File: src/rtl/vga_timing_gen.sv
// vga_timing_gen: 640x480@60 raster timing source.
// Registered DrawX/DrawY with aligned blank/hs/vs decode, PIPE_DELAY-cycle
// delayed sync/blank copies for pipelined pixel mappers, line/frame pulses
// and a completed-frame counter.
// Optional macro VGA_TEST_PATTERN_EN adds an 8-bar colour test pattern on
// pat_red/pat_green/pat_blue, aligned with one cycle of pipeline delay.
//
// state | meaning
// IDLE  | held in reset; first released edge presents the (0,0) decode
// RUN   | counters advance every edge, outputs decode the new position
module vga_timing_gen #(
   parameter int H_VISIBLE  = 640,
   parameter int H_FRONT    = 16,
   parameter int H_SYNC     = 96,
   parameter int H_BACK     = 48,
   parameter int V_VISIBLE  = 480,
   parameter int V_FRONT    = 10,
   parameter int V_SYNC     = 2,
   parameter int V_BACK     = 33,
   parameter int PIPE_DELAY = 2
) (
   input  logic        vga_clk,
   input  logic        reset_n,
   output logic [9:0]  DrawX,
   output logic [9:0]  DrawY,
   output logic        blank,
   output logic        hs,
   output logic        vs,
   output logic        hs_d,
   output logic        vs_d,
   output logic        blank_d,
   output logic        line_start,
   output logic        frame_start,
`ifdef VGA_TEST_PATTERN_EN
   output logic [15:0] frame_count,
   output logic [3:0]  pat_red,
   output logic [3:0]  pat_green,
   output logic [3:0]  pat_blue
`else
   output logic [15:0] frame_count
`endif
);

   localparam logic [9:0] H_MAX    = 10'(H_VISIBLE + H_FRONT + H_SYNC + H_BACK - 1);
   localparam logic [9:0] V_MAX    = 10'(V_VISIBLE + V_FRONT + V_SYNC + V_BACK - 1);
   localparam logic [9:0] H_VIS    = 10'(H_VISIBLE);
   localparam logic [9:0] V_VIS    = 10'(V_VISIBLE);
   localparam logic [9:0] HS_START = 10'(H_VISIBLE + H_FRONT);
   localparam logic [9:0] HS_END   = 10'(H_VISIBLE + H_FRONT + H_SYNC - 1);
   localparam logic [9:0] VS_START = 10'(V_VISIBLE + V_FRONT);
   localparam logic [9:0] VS_END   = 10'(V_VISIBLE + V_FRONT + V_SYNC - 1);

   typedef enum logic {S_IDLE, S_RUN} state_t;

   state_t      r_state;
   logic [9:0]  r_x, r_y;
   logic        r_blank, r_hs, r_vs, r_line_start, r_frame_start;
   logic [15:0] r_frame_count;

   logic [9:0]  w_x_nxt, w_y_nxt;
   logic        w_frame_wrap;
   logic        w_blank_nxt, w_hs_nxt, w_vs_nxt;

   // Next raster position; IDLE holds (0,0) so the first released edge shows it.
   always_comb begin
      w_x_nxt      = r_x;
      w_y_nxt      = r_y;
      w_frame_wrap = 1'b0;
      if (r_state == S_RUN) begin
         if (r_x == H_MAX) begin
            w_x_nxt = '0;
            if (r_y == V_MAX) begin
               w_y_nxt      = '0;
               w_frame_wrap = 1'b1;
            end else begin
               w_y_nxt = r_y + 10'd1;
            end
         end else begin
            w_x_nxt = r_x + 10'd1;
         end
      end
   end

   // Decode of the next position, registered alongside the counters.
   always_comb begin
      w_blank_nxt = (w_x_nxt < H_VIS) && (w_y_nxt < V_VIS);
      w_hs_nxt    = !((w_x_nxt >= HS_START) && (w_x_nxt <= HS_END));
      w_vs_nxt    = !((w_y_nxt >= VS_START) && (w_y_nxt <= VS_END));
   end

   // Sequencer: counters, aligned decode and frame counter.
   always_ff @(posedge vga_clk) begin
      if (!reset_n) begin
         r_state       <= S_IDLE;
         r_x           <= '0;
         r_y           <= '0;
         r_blank       <= 1'b0;
         r_hs          <= 1'b1;
         r_vs          <= 1'b1;
         r_line_start  <= 1'b0;
         r_frame_start <= 1'b0;
         r_frame_count <= '0;
      end else begin
         r_state       <= S_RUN;
         r_x           <= w_x_nxt;
         r_y           <= w_y_nxt;
         r_blank       <= w_blank_nxt;
         r_hs          <= w_hs_nxt;
         r_vs          <= w_vs_nxt;
         r_line_start  <= (w_x_nxt == '0);
         r_frame_start <= (w_x_nxt == '0) && (w_y_nxt == '0);
         if (w_frame_wrap) begin
            r_frame_count <= r_frame_count + 16'd1;
         end
      end
   end

   assign DrawX       = r_x;
   assign DrawY       = r_y;
   assign blank       = r_blank;
   assign hs          = r_hs;
   assign vs          = r_vs;
   assign line_start  = r_line_start;
   assign frame_start = r_frame_start;
   assign frame_count = r_frame_count;

   generate
      if (PIPE_DELAY == 0) begin : g_nodly
         assign hs_d    = r_hs;
         assign vs_d    = r_vs;
         assign blank_d = r_blank;
      end else begin : g_dly
         logic [PIPE_DELAY-1:0] r_hs_sr, r_vs_sr, r_blank_sr;

         // Delay line; cleared only by reset so wraps never disturb it.
         always_ff @(posedge vga_clk) begin
            if (!reset_n) begin
               r_hs_sr    <= '1;
               r_vs_sr    <= '1;
               r_blank_sr <= '0;
            end else begin
               r_hs_sr[0]    <= r_hs;
               r_vs_sr[0]    <= r_vs;
               r_blank_sr[0] <= r_blank;
               for (int i = 1; i < PIPE_DELAY; i++) begin
                  r_hs_sr[i]    <= r_hs_sr[i-1];
                  r_vs_sr[i]    <= r_vs_sr[i-1];
                  r_blank_sr[i] <= r_blank_sr[i-1];
               end
            end
         end

         assign hs_d    = r_hs_sr[PIPE_DELAY-1];
         assign vs_d    = r_vs_sr[PIPE_DELAY-1];
         assign blank_d = r_blank_sr[PIPE_DELAY-1];
      end
   endgenerate

`ifdef VGA_TEST_PATTERN_EN
   logic [9:0] w_bar;
   logic [2:0] w_rgb;
   logic [3:0] r_pat_r, r_pat_g, r_pat_b;

   // Bar colour from the 80-pixel column index: bit2=R, bit1=G, bit0=B.
   always_comb begin
      w_bar = r_x / 10'd80;
      case (w_bar)
         10'd0:   w_rgb = 3'b111;
         10'd1:   w_rgb = 3'b110;
         10'd2:   w_rgb = 3'b011;
         10'd3:   w_rgb = 3'b010;
         10'd4:   w_rgb = 3'b101;
         10'd5:   w_rgb = 3'b100;
         10'd6:   w_rgb = 3'b001;
         default: w_rgb = 3'b000;
      endcase
   end

   // Pattern register; gating with current blank equals the 1-cycle delayed blank.
   always_ff @(posedge vga_clk) begin
      if (!reset_n) begin
         r_pat_r <= '0;
         r_pat_g <= '0;
         r_pat_b <= '0;
      end else begin
         r_pat_r <= {4{w_rgb[2] & r_blank}};
         r_pat_g <= {4{w_rgb[1] & r_blank}};
         r_pat_b <= {4{w_rgb[0] & r_blank}};
      end
   end

   assign pat_red   = r_pat_r;
   assign pat_green = r_pat_g;
   assign pat_blue  = r_pat_b;
`endif

endmodule

File: config.mk
export PLATFORM = sky130hd
export DESIGN_NAME = vga_timing_gen
export DESIGN_NICKNAME = d
export VERILOG_FILES = /design/src/rtl/vga_timing_gen.sv
export SDC_FILE = /design/constraint.sdc
export NUM_CORES = 1
export LEC_CHECK = 0
export CAP_MARGIN = 20
export CORE_UTILIZATION = 30
export CTS_BUF_LIST = sky130_fd_sc_hd__clkbuf_8
export CTS_CLUSTER_SIZE = 30
export DETAILED_ROUTE_END_ITERATION = 8
export PLACE_DENSITY = 0.48
export SETUP_SLACK_MARGIN = 0.3
export SYNTH_ARGS = -nofsm -noshare
export SYNTH_HDL_FRONTEND = slang
export SYNTH_SLANG_ARGS = --single-unit
File: constraint.sdc
create_clock -name vga_clk -period 6.5 [get_ports vga_clk]
set_clock_uncertainty 0.2 [all_clocks]
set_input_delay 1.95 -clock vga_clk [delete_from_list [all_inputs] [get_ports vga_clk]]
set_output_delay 1.95 -clock vga_clk [all_outputs]
set_load 0.01 [all_outputs]
==> results.ini <==
[worst_setup_path]
worstSetupEndpointType = primary output
worstPathBufferInverterCount = 1
cp_max_fo = 13
critPathRequiredTime_ns = 4.35
cp-start-kind = flop
critPathKind = flop to primary output
max_stage_delay_ns = 0.62
crit_chain = clkdlybuf4s50_1
cp_slowest_cell = clkdlybuf4s50_1
cp.arrival_ns = 1.50
crit_family = buffers and inverters

[clock_tree]
cts_setup_buffers = 0
clockRootBuffer = clkbuf_8
cts_num_sinks = 48
hold_buffers = 0
htree_levels = 2
cts_buffer_depth = 2
path_clk_slew_ns = 0.08
clk-insertion-delay-late_ns = 0.30
cts_buffers = 5
cts_tree = built
ctsResizeCount = 0

[global_route]
grt_pass1_wl_mm = 9.56
grt_usage = 0.139
antenna_found_initial = 0
grt.overflow.total = 0
grt_pass1_vias = 1945
grt_max_degree = 39

[timing]
worst_pin_slew_ns = 0.594
min_period_ns = 3.65
rsz0062_at_grt = false
setup_viol = 0
whs_ns = 0.211
fin_crit_sh = 0.562
relSlewSlack = 0.602
tns_ns = 0
hold_viol_final = 0
slew_viol_final = 0
fmax_mhz = 274

[drt]
vias = 2090
dr.pass1.iters = 4
wl_mm = 5.74
viasPerCell = 4.91
drcViolationCount = 0
drt-initial-drc-count = 77
wl_per_cell_um = 13.5
antenna_left = 0

[layout]
area.growth.synth_to_final_pct = 25.9
multi_input_area_um2 = 1420
drive_above_1_share = 0.0432
nets = 330
final_util = 0.398
fill_cells = 827
seq_area_um2 = 961
diodes = 0

[pwr]
ir_drop_mv = 0.0776
power.total_w = 0.000576
power_density_nw_per_um2 = 184
leakage_nw = 1.11

[run]
max-cap-violations = 0

[logic_synthesis]
synth_edf_count = 0
yosysTopAreaCell = dfxtp_1
synth_commonest_cells = dfxtp_1, and2_1, nor2_1, nand2_1, xnor2_1
synthesis.instances = 288
synth_fp_nets = 294
synth-xor-area-share = 0.106
synth.ff_latch_count = 48
seq_area_frac_synth = 0.387
ys_warn_count = 0
synthFlopType = dfxtp_1
async_flop_share = 0
synthMuxAreaShare = 0.00807
synth_fa_ha_area_frac = 0.0202
synth_area_leaders = dfxtp_1, xnor2_1, and2_1
synth_compound_area_frac = 0.114
synth.avg_cell_area_um2 = 8.61
synth_cell_types = 48
synth_top_family_by_area = simple AND/OR/NAND/NOR gates
synth_area_um2 = 2480
synth.most_common_cell = dfxtp_1
synth_simple_gate_area_frac = 0.325
synth_top_cell_area_share = 0.387

[status]
status = finished, final reports clean

[floorplan]
core_area_um2 = 7850
ioPinCount = 46
die_w_um = 92.9
initial_core_util = 0.316
dieArea_um2 = 8630
rows = 32
die_y_um = 92.9

[placed_design]
globalplace.congestion = 0.753
io_buffers = 45
dp_hpwl_mm = 4.15

[worst_hold_path]
hold_class = flop to flop

## worst register-to-register path: stages (launching register included)
cell,delay [ns]
dfxtp_1,0.46
ha_1,0.33
nand2_1,0.24
or4b_4,0.68
nor3_4,0.28
nor3b_2,0.19
o211ai_1,0.15
or3_1,0.41
## cell usage in the layout (no fill, tap or decap), types with 4 or more instances in the layout
master           count
dfxtp_1             48
clkdlybuf4s50_1     45
and2_1              22
nor2_1              20
nand2_1             18
xnor2_1             16
nand3_1             15
xor2_1              14
nor3_1              13
nand4_1              9
a21oi_1              9
o21ai_0              8
nor2b_1              7
or3_1                7
nand2b_1             7
and3_1               6
inv_1                5
clkbuf_8             5
a31oi_1              4
ha_1                 4
## power by group
| group | internal, W | leakage [nW] | switching [W] |
|---|---|---|---|
| Combinational | 0.0000118 | 0.654 | 0.0000108 |
| Sequential | 0.000298 | 0.389 | 0.00000426 |
| Clock | 0.000151 | 0.0642 | 0.0000999 |
## per-layer routing
metal  part of all wire  track usage  vias up
met5                  0            0        -
met4              0.013       0.0462        0
met3              0.039       0.0312        8
met2               0.47        0.225       36
met1               0.48        0.181      951
li1                   -            -     1095
## cells by family (layout without fill, tap and decap cells)
| kind of cell | Yosys count | in the layout |
|---|---|---|
| muxes | 2 | 2 |
| and+or+nand+nor | 139 | 139 |
| adders and majority gates | 4 | 4 |
| AOI/OAI and AO/OA | 42 | 42 |
| DFF | 48 | 48 |
| xor gates and xnor gates | 30 | 30 |
| buffers and inverters | 23 | 59 |
## worst paths after layout
kind	from	endpoint	slack, ns	cells past startpoint
hold / removal	g_dly.r_hs_sr[0]$_SDFF_PN1_	g_dly.r_hs_sr[1]$_SDFF_PN1_	0.21	1
setup reg to reg	DrawX[0]$_SDFF_PN0_	vs$_SDFF_PN1_	3.46	7
setup / recovery	DrawY[3]$_SDFF_PN0_	DrawY[3]	2.85	1
hold reg to reg	g_dly.r_hs_sr[0]$_SDFF_PN1_	g_dly.r_hs_sr[1]$_SDFF_PN1_	0.21	1
## sequential cells by signal (all words and copies together), names as in the netlist, 2 cells and up
register,flops
DrawX,10
DrawY,10
g_dly.r_blank_sr,2
g_dly.r_vs_sr,2
frame_count,16
g_dly.r_hs_sr,2
## layout make-up
| cell class | instances | share of cell area |
|---|---|---|
| Multi-Input combinational cell | 217 | 0.455 |
| Sequential cell | 48 | 0.308 |
| Timing Repair Buffer | 47 | 0.149 |
| Tap cell | 102 | 0.0409 |
| Clock buffer | 5 | 0.0220 |
| Clock inverter | 2 | 0.0192 |
| Inverter | 5 | 0.00601 |
## per-stage QoR
step	area, µm²	worst slack, ns	instances
floorplan	2480	3.50	288
global placement	2990	2.87	419
detailed placement	2990	2.86	419
CTS	3120	2.83	426
global route	3120	2.78	426
finish	3120	2.85	426
No activity file was read; power rests on OpenSTA's default activity.
